### config.mk
export PLATFORM = sky130hd
export DESIGN_NAME = otn_frame_sender
export DESIGN_NICKNAME = d
export VERILOG_FILES = /design/src/rtl/otn_frame_sender.sv
export SDC_FILE = /design/constraint.sdc
export NUM_CORES = 1
export LEC_CHECK = 0
export CAP_MARGIN = 40
export CORE_MARGIN = 2
export CORE_UTILIZATION = 44
export CTS_CLUSTER_SIZE = 20
export DETAILED_ROUTE_END_ITERATION = 10
export MAX_ROUTING_LAYER = met4
export SLEW_MARGIN = 10
export SYNTH_ARGS = -nofsm -noshare
export SYNTH_HDL_FRONTEND = slang
export SYNTH_SLANG_ARGS = --single-unit
export TNS_END_PERCENT = 30
### constraint.sdc
create_clock -name i_clk -period 4.8 [get_ports i_clk]
set_input_delay 0.72 -clock i_clk [delete_from_list [all_inputs] [get_ports i_clk]]
set_output_delay 0.72 -clock i_clk [all_outputs]
set_load 0.02 [all_outputs]
### src/rtl/otn_frame_sender.sv
// otn_frame_sender: buffers one frame of FRAME_LEN bytes and sends it on a
// single serial line (start 0, 8 data bits LSB first, stop 1, BIT_CLKS
// cycles per bit). With i_arq_en set at frame end, waits for an ACK edge and
// retransmits on timeout up to MAX_RETRY times.
// Ports:
//   i_clk, i_rst         clock, synchronous active-high reset
//   i_frame_data/_valid  byte input from the mapper; o_frame_ready handshake
//   i_arq_en             ACK/retransmit enable, sampled at end of frame
//   o_otn_tx_data        serial line (idles at 1)
//   i_otn_rx_ack         asynchronous ACK line
//   o_busy               frame in flight or awaiting ACK
//   o_frame_done/_fail   one-cycle completion pulses
//   o_retry_cnt          retransmissions used on the current frame
module otn_frame_sender #(
  parameter int unsigned FRAME_LEN   = 16,
  parameter int unsigned BIT_CLKS    = 16,
  parameter int unsigned ACK_TIMEOUT = 4096,
  parameter int unsigned MAX_RETRY   = 3
) (
  input  logic       i_clk,
  input  logic       i_rst,
  input  logic [7:0] i_frame_data,
  input  logic       i_frame_valid,
  output logic       o_frame_ready,
  input  logic       i_arq_en,
  output logic       o_otn_tx_data,
  input  logic       i_otn_rx_ack,
  output logic       o_busy,
  output logic       o_frame_done,
  output logic       o_frame_fail,
  output logic [1:0] o_retry_cnt
);

  localparam int unsigned LD_W = (FRAME_LEN > 1) ? $clog2(FRAME_LEN) : 1;
  localparam int unsigned BC_W = (BIT_CLKS > 1) ? $clog2(BIT_CLKS) : 1;
  localparam int unsigned TO_W = (ACK_TIMEOUT > 1) ? $clog2(ACK_TIMEOUT) : 1;

  typedef enum logic [2:0] {
    S_LOAD, S_START, S_DATA, S_STOP, S_WAIT_ACK
  } state_t;

  state_t          state_q, state_d;
  logic [LD_W-1:0] load_cnt_q, load_cnt_d;
  logic [LD_W-1:0] byte_idx_q, byte_idx_d;
  logic [BC_W-1:0] bit_cnt_q, bit_cnt_d;
  logic [2:0]      bit_idx_q, bit_idx_d;
  logic [TO_W-1:0] to_cnt_q, to_cnt_d;
  logic [1:0]      retry_q, retry_d;
  logic            tx_q, tx_d;
  logic            ready_q, ready_d;
  logic            busy_q, busy_d;
  logic            done_q, done_d;
  logic            fail_q, fail_d;
  logic            ack_meta_q, ack_sync_q, ack_prev_q;
  logic [7:0]      buf_q [FRAME_LEN];
  logic            wr_en;
  logic            ack_edge;
  logic            bit_end;
  logic [7:0]      cur_byte;

  assign ack_edge = ack_sync_q & ~ack_prev_q;
  assign bit_end  = (bit_cnt_q == BC_W'(BIT_CLKS - 1));
  assign cur_byte = buf_q[byte_idx_d];

  // State and output registers
  always_ff @(posedge i_clk) begin
    if (i_rst) begin
      state_q    <= S_LOAD;
      load_cnt_q <= '0;
      byte_idx_q <= '0;
      bit_cnt_q  <= '0;
      bit_idx_q  <= '0;
      to_cnt_q   <= '0;
      retry_q    <= '0;
      tx_q       <= 1'b1;
      ready_q    <= 1'b0;
      busy_q     <= 1'b0;
      done_q     <= 1'b0;
      fail_q     <= 1'b0;
      ack_meta_q <= 1'b0;
      ack_sync_q <= 1'b0;
      ack_prev_q <= 1'b0;
    end else begin
      state_q    <= state_d;
      load_cnt_q <= load_cnt_d;
      byte_idx_q <= byte_idx_d;
      bit_cnt_q  <= bit_cnt_d;
      bit_idx_q  <= bit_idx_d;
      to_cnt_q   <= to_cnt_d;
      retry_q    <= retry_d;
      tx_q       <= tx_d;
      ready_q    <= ready_d;
      busy_q     <= busy_d;
      done_q     <= done_d;
      fail_q     <= fail_d;
      ack_meta_q <= i_otn_rx_ack;
      ack_sync_q <= ack_meta_q;
      ack_prev_q <= ack_sync_q;
    end
  end

  // Frame buffer; kept intact across retransmissions
  always_ff @(posedge i_clk) begin
    if (wr_en) begin
      buf_q[load_cnt_q] <= i_frame_data;
    end
  end

  // Next-state logic
  always_comb begin
    state_d    = state_q;
    load_cnt_d = load_cnt_q;
    byte_idx_d = byte_idx_q;
    bit_cnt_d  = bit_cnt_q;
    bit_idx_d  = bit_idx_q;
    to_cnt_d   = to_cnt_q;
    retry_d    = retry_q;
    done_d     = 1'b0;
    fail_d     = 1'b0;
    wr_en      = 1'b0;

    unique case (state_q)
      S_LOAD: begin
        if (i_frame_valid && ready_q) begin
          wr_en = 1'b1;
          if (load_cnt_q == LD_W'(FRAME_LEN - 1)) begin
            load_cnt_d = '0;
            byte_idx_d = '0;
            bit_cnt_d  = '0;
            state_d    = S_START;
          end else begin
            load_cnt_d = load_cnt_q + LD_W'(1);
          end
        end
      end
      S_START: begin
        bit_cnt_d = bit_end ? '0 : bit_cnt_q + BC_W'(1);
        if (bit_end) begin
          bit_idx_d = '0;
          state_d   = S_DATA;
        end
      end
      S_DATA: begin
        bit_cnt_d = bit_end ? '0 : bit_cnt_q + BC_W'(1);
        if (bit_end) begin
          bit_idx_d = bit_idx_q + 3'd1;
          if (bit_idx_q == 3'd7) begin
            state_d = S_STOP;
          end
        end
      end
      S_STOP: begin
        bit_cnt_d = bit_end ? '0 : bit_cnt_q + BC_W'(1);
        if (bit_end) begin
          if (byte_idx_q == LD_W'(FRAME_LEN - 1)) begin
            byte_idx_d = '0;
            // ARQ mode is decided here, once per frame
            if (i_arq_en) begin
              to_cnt_d = '0;
              state_d  = S_WAIT_ACK;
            end else begin
              done_d  = 1'b1;
              retry_d = '0;
              state_d = S_LOAD;
            end
          end else begin
            byte_idx_d = byte_idx_q + LD_W'(1);
            state_d    = S_START;
          end
        end
      end
      S_WAIT_ACK: begin
        // ACK takes priority over a coincident timeout
        if (ack_edge) begin
          done_d  = 1'b1;
          retry_d = '0;
          state_d = S_LOAD;
        end else if (to_cnt_q == TO_W'(ACK_TIMEOUT - 1)) begin
          to_cnt_d = '0;
          if (retry_q < 2'(MAX_RETRY)) begin
            retry_d    = retry_q + 2'd1;
            byte_idx_d = '0;
            bit_cnt_d  = '0;
            state_d    = S_START;
          end else begin
            fail_d  = 1'b1;
            retry_d = '0;
            state_d = S_LOAD;
          end
        end else begin
          to_cnt_d = to_cnt_q + TO_W'(1);
        end
      end
      default: state_d = S_LOAD;
    endcase
  end

  // Registered outputs follow the next state so they align with state_q
  always_comb begin
    ready_d = (state_d == S_LOAD);
    busy_d  = (state_d != S_LOAD);
    unique case (state_d)
      S_START: tx_d = 1'b0;
      S_DATA:  tx_d = cur_byte[bit_idx_d];
      default: tx_d = 1'b1;
    endcase
  end

  assign o_frame_ready = ready_q;
  assign o_otn_tx_data = tx_q;
  assign o_busy        = busy_q;
  assign o_frame_done  = done_q;
  assign o_frame_fail  = fail_q;
  assign o_retry_cnt   = retry_q;

endmodule
[Word-level counts from Yosys, hierarchy flattened]
Memory sizes are Yosys's and may differ from the RTL's.
Index checks and enable logic that the tools add are counted.
Cells by class
  bitwise operators: 4
  magnitude comparators: 2
  reductions and logical operators: 12
  equality and inequality tests: 21
  mux-type cells: 57
  $add $sub $neg: 6
Operator list (count)
  2-to-1 mux 12 bit: 5
  2-to-1 mux 4 bit: 14
  2-to-1 mux 3 bit: 12
  case mux 12 bit (2 select lines): 1
  case mux 4 bit (3 select lines): 2
  inequality test 2 bit (second input constant): 9
  case mux 3 bit (5 select lines): 1
  adder 12 x 1 -> 12 bit (second input constant): 1
  adder 4 x 1 -> 4 bit (second input constant): 3
  == test 12 bit (second input constant): 1
  == test 4 bit (second input constant): 3
  2-to-1 mux 2 bit: 6
  2-to-1 mux 1 bit: 11
  AND reduction 5 bit: 2
  == test 3 x 2 -> 1 bit (second input constant): 3
  == test 3 x 1 -> 1 bit (second input constant): 2
  == test 3 bit (second input constant): 2
  zero test 3 bit: 2
  case mux 3 bit (2 select lines): 1
  AND reduction 6 bit: 1
  nonzero test 3 bit: 2
  < comparator 3 x 4 -> 1 bit (second input constant): 1
  case mux 1 bit (2 select lines): 2
  case mux 2 bit (2 select lines): 1
  12 further kinds: 14
Storage, ports and cells
  word-level logic and storage cells: 118
  memories kept: 1
  RAM bits: 128
  register bits after elaboration: 40
Memory list
  buf_q: depth 16, width 8, read ports 1, clocked after Yosys merged registers in 0, wr ports 1, RTL line 55  | logic [7:0] buf_q [FRAME_LEN];

[Depth between registers and ports, before layout]
An unclocked memory read counts as a cell.
  word-level depth: 9
  gate-level depth with buffers: 15

[Worst setup path after synthesis]
OpenSTA, ideal clock, no wires.
  path type: input to register
  from: input port i_frame_valid
  to: register tx_q (netlist: o_otn_tx_data)
  stages on the path: 12
  path buffers: 2
  setup slack: 1.727 ns
  data arrival time: 2.956 ns
  required time: 4.683 ns
  path through: nand2_1 nor3_2 inv_1 a41oi_2 buf_6 buf_8 mux2i_1 nand2_1 a21oi_1 nor3_1 nor4b_1 and4bb_1
On the way
  word-level cells in the longest chain between the ends: 7
Ends and longest elaborated chain
  from (decl): RTL line 23  | input logic i_frame_valid,
  logical AND 1 bit *: RTL line 124  | if (i_frame_valid && ready_q) begin
  2-to-1 mux 4 bit: RTL line 124
  case mux 4 bit (3 select lines): RTL line 122  | unique case (state_q)
  memory (16 x 8 bit)
  binary-select mux 1 bit (select 3 bit): RTL line 204  | S_DATA: tx_d = cur_byte[bit_idx_d];
  2-to-1 mux 1 bit (not written as such): RTL line 204
  case mux 1 bit (2 select lines) *: RTL line 202  | unique case (state_d)
  to (signal assigned): RTL line 91  | tx_q <= tx_d;
  to (decl): RTL line 49  | logic tx_q, tx_d;
Every way passes the cells marked *; elsewhere a longest branch is shown, timed or not. The select of a mux whose other input is x is not followed.
A chain may end at the register's enable or synchronous reset.

[Worst setup path after layout]
  from: register state_q[2]
  to: register tx_q (netlist: o_otn_tx_data)
On the way
  word-level cells in the longest chain between the ends: 6
Ends and longest elaborated chain
  from (decl): RTL line 42  | state_t state_q, state_d;
  from (signal assigned): RTL line 84  | state_q <= state_d;
  == test 3 bit, or another cell as far along: RTL line 122
  case mux 4 bit (3 select lines): RTL line 122
  memory (16 x 8 bit)
  binary-select mux 1 bit (select 3 bit): RTL line 204
  2-to-1 mux 1 bit (not written as such): RTL line 204
  case mux 1 bit (2 select lines) *: RTL line 202
Marks and branches as above.

==> results.tsv <==
metric	value	unit
diode count	0	
clock sinks	168	
initial core utilization	44.65	%
Max Cap Viol	0	
Rel. slew slack	51.61	%
port bufs	19	
DIE WIDTH	133.0	um
clk_skew	0.01241	ns
FMAX	0.2663	GHz
grt ovf	0	
final routed wire length divided by cell count	18.37	um
P&R area growth vs syn	13.78	%
antenna violations before repair	0	
Crit path max-delay family	simple AND/OR/NAND/NOR gates	
residual DRC count	0	
Mapped Area	7326	um^2
Placed Area	7722	um^2
Routed WL	15470	um
Synth cell types	70	
all-layer global routing usage	18.93	%
CP Cell Sequence	or3b_4 > nor3_4 > nand2_2 > a41oi_4 > buf_4 > mux2i_1 > mux2_2 > o22ai_1 > o21ai_0 > nor4b_1 > and4bb_1	
post-CTS setup buffers	0	
Setup TNS	0	ns
H-tree levels	4	
post-synthesis register bit count	168	
RePlAce Congestion	0.8909	
post-CTS resize count	0	
Post-synth EDFFs	128	
type of the worst setup path	reg2reg	
die height	133.0	um
Finished Cell Area	8335	um^2
boundary pin count	20	
CTS clock-pin slew for the worst setup and hold paths	0.06	ns
DRT antenna net count	0	
CP required	5.12	ns
Critical path buffers and inverters	1	
leakage	3.067	nW
vias post-DR	4702	
CTS buffer count	17	
vias per std cell	5.584	
global-route wire length before repair	24840	um
Longest Clk Path Bufs	2	
endpoints failing setup	0	
Warnings, synthesis	0	
pwr dens	366.9	nW/um^2
fin crit share	78.23	%
share of cells above drive strength 1	9.968	%
Hold Fails Final Rpt	0	
dominant synthesized flop cell	edfxtp_1	
Final Max Tran Viols	0	
number of nets in the layout	633	
Avg Inst Size Synth	12.44	um^2
worst path arrival time	4.07	ns
worst slack at placement	0.8693	ns
worst-skew pair later-pin latency	0.43	ns
CP Capture Type	register	
post-DP HPWL	10040	um
Least-Margin Pin Slew	0.7258	ns
Power Total	0.003058	W
critical path's slowest cell	dfxtp_1	
pin count of the biggest net entering global routing	39	
syn_nets	613	
outcome	finished clean	
worst-path maximum fanout	38	
CTS tree	done	
worst hold path type	reg2reg	
Die Footprint	17700	um^2
core area	16410	um^2
fin crit period	3.755	ns
utilization after layout	50.80	%
site row count	47	
RSZ-0062 raised after global routing	false	
Critical Path Max Stage Delay	0.73	ns
DRT Pass-1 Iters	5	
Setup WS post-layout	1.045	ns
Peak VDD IR	314.0	uV
Post-synth ARST share	0	%
Synth Instances	589	
post-cts hold buffer count	0	
DRT iter0 DRCs	504	
CP Launch Type	register	
post-synthesis sequential area ratio	63.40	%
Root Buffer	clkbuf_16	
vias in the first global route	4513	
-- Yosys cell counts (9+ instances only) --
master | instances | area [um^2]
a21oi_1 | 34 | 170.2
and2_1 | 12 | 75.07
clkbuf_1 | 12 | 45.04
dfxtp_1 | 40 | 800.8
edfxtp_1 | 128 | 3844
ha_1 | 11 | 137.6
mux2_2 | 9 | 101.4
mux2i_1 | 38 | 380.4
nand2_1 | 68 | 255.2
nand3_1 | 15 | 75.07
nand4_1 | 9 | 56.30
nor2_1 | 57 | 214.0
o21ai_0 | 13 | 65.06
-- final timing paths --
path / startpoint / to / slack [ns] / cells after the start
min: ack_meta_q / ack_sync_q / 0.44 / 1
min reg2reg: ack_meta_q / ack_sync_q / 0.44 / 1
max: state_q[2] / o_otn_tx_data / 1.04 / 11
max reg2reg: state_q[2] / o_otn_tx_data / 1.04 / 11
-- power by group --
group | internal [W] | switching [W]
sequential | 0.00157 | 0.00000329
clock | 0.000834 | 0.000593
combinational | 0.0000201 | 0.0000372
total | 0.00242 | 0.000634
-- cell families after synthesis --
kind of cell | after synthesis | synth area share (%)
muxes | 51 | 7.190
xor gates and xnor gates | 11 | 1.315
and+or+nand+nor | 216 | 14.62
adders and majority gates | 11 | 1.879
AOI/OAI and AO/OA | 98 | 9.001
buffers and inverters | 34 | 2.596
DFF | 168 | 63.40
-- routing by layer --
layer | global-route usage (%) | share of wire [%]
met1 | 24.85 | 46
met2 | 29.62 | 49
met3 | 3.525 | 4.1
met4 | 6.691 | 1.6
met5 | - | 0
-- layout by cell type, fill, tap and decap left out, types with 11 or more instances in the layout --
cell,count
nor2_1,57
dfxtp_1,40
ha_1,11
clkdlybuf4s50_1,19
o21ai_0,13
clkbuf_16,17
a21oi_1,34
and2_1,12
edfxtp_1,128
nand3_1,15
mux2i_1,38
nand2_1,68
-- layout make-up --
cell class | count | area, um^2
Clock buffer | 18 | 429.2
Clock inverter | 14 | 183.9
Fill cell | 1400 | 8071
Inverter | 6 | 22.52
Multi-Input combinational cell | 387 | 2502
Sequential cell | 168 | 4644
Tap cell | 220 | 275.3
Timing Repair Buffer | 29 | 277.8
-- per-stage QoR --
step,hold slack [ns],instances
global route,0.4569,842
global placement,0.4506,810
CTS,0.4512,842
finish,0.4423,842
floorplan,0.4138,589
detailed placement,0.4408,810
-- sequential cells by signal, summed over array words and instances (netlist names), 2 cells and up --
name / flops
state_q: 3
load_cnt_q: 4
buf_q: 128
to_cnt_q: 12
o_retry_cnt: 2
bit_idx_q: 3
byte_idx_q: 4
bit_cnt_q: 4
(Power assumes the default switching activity.)
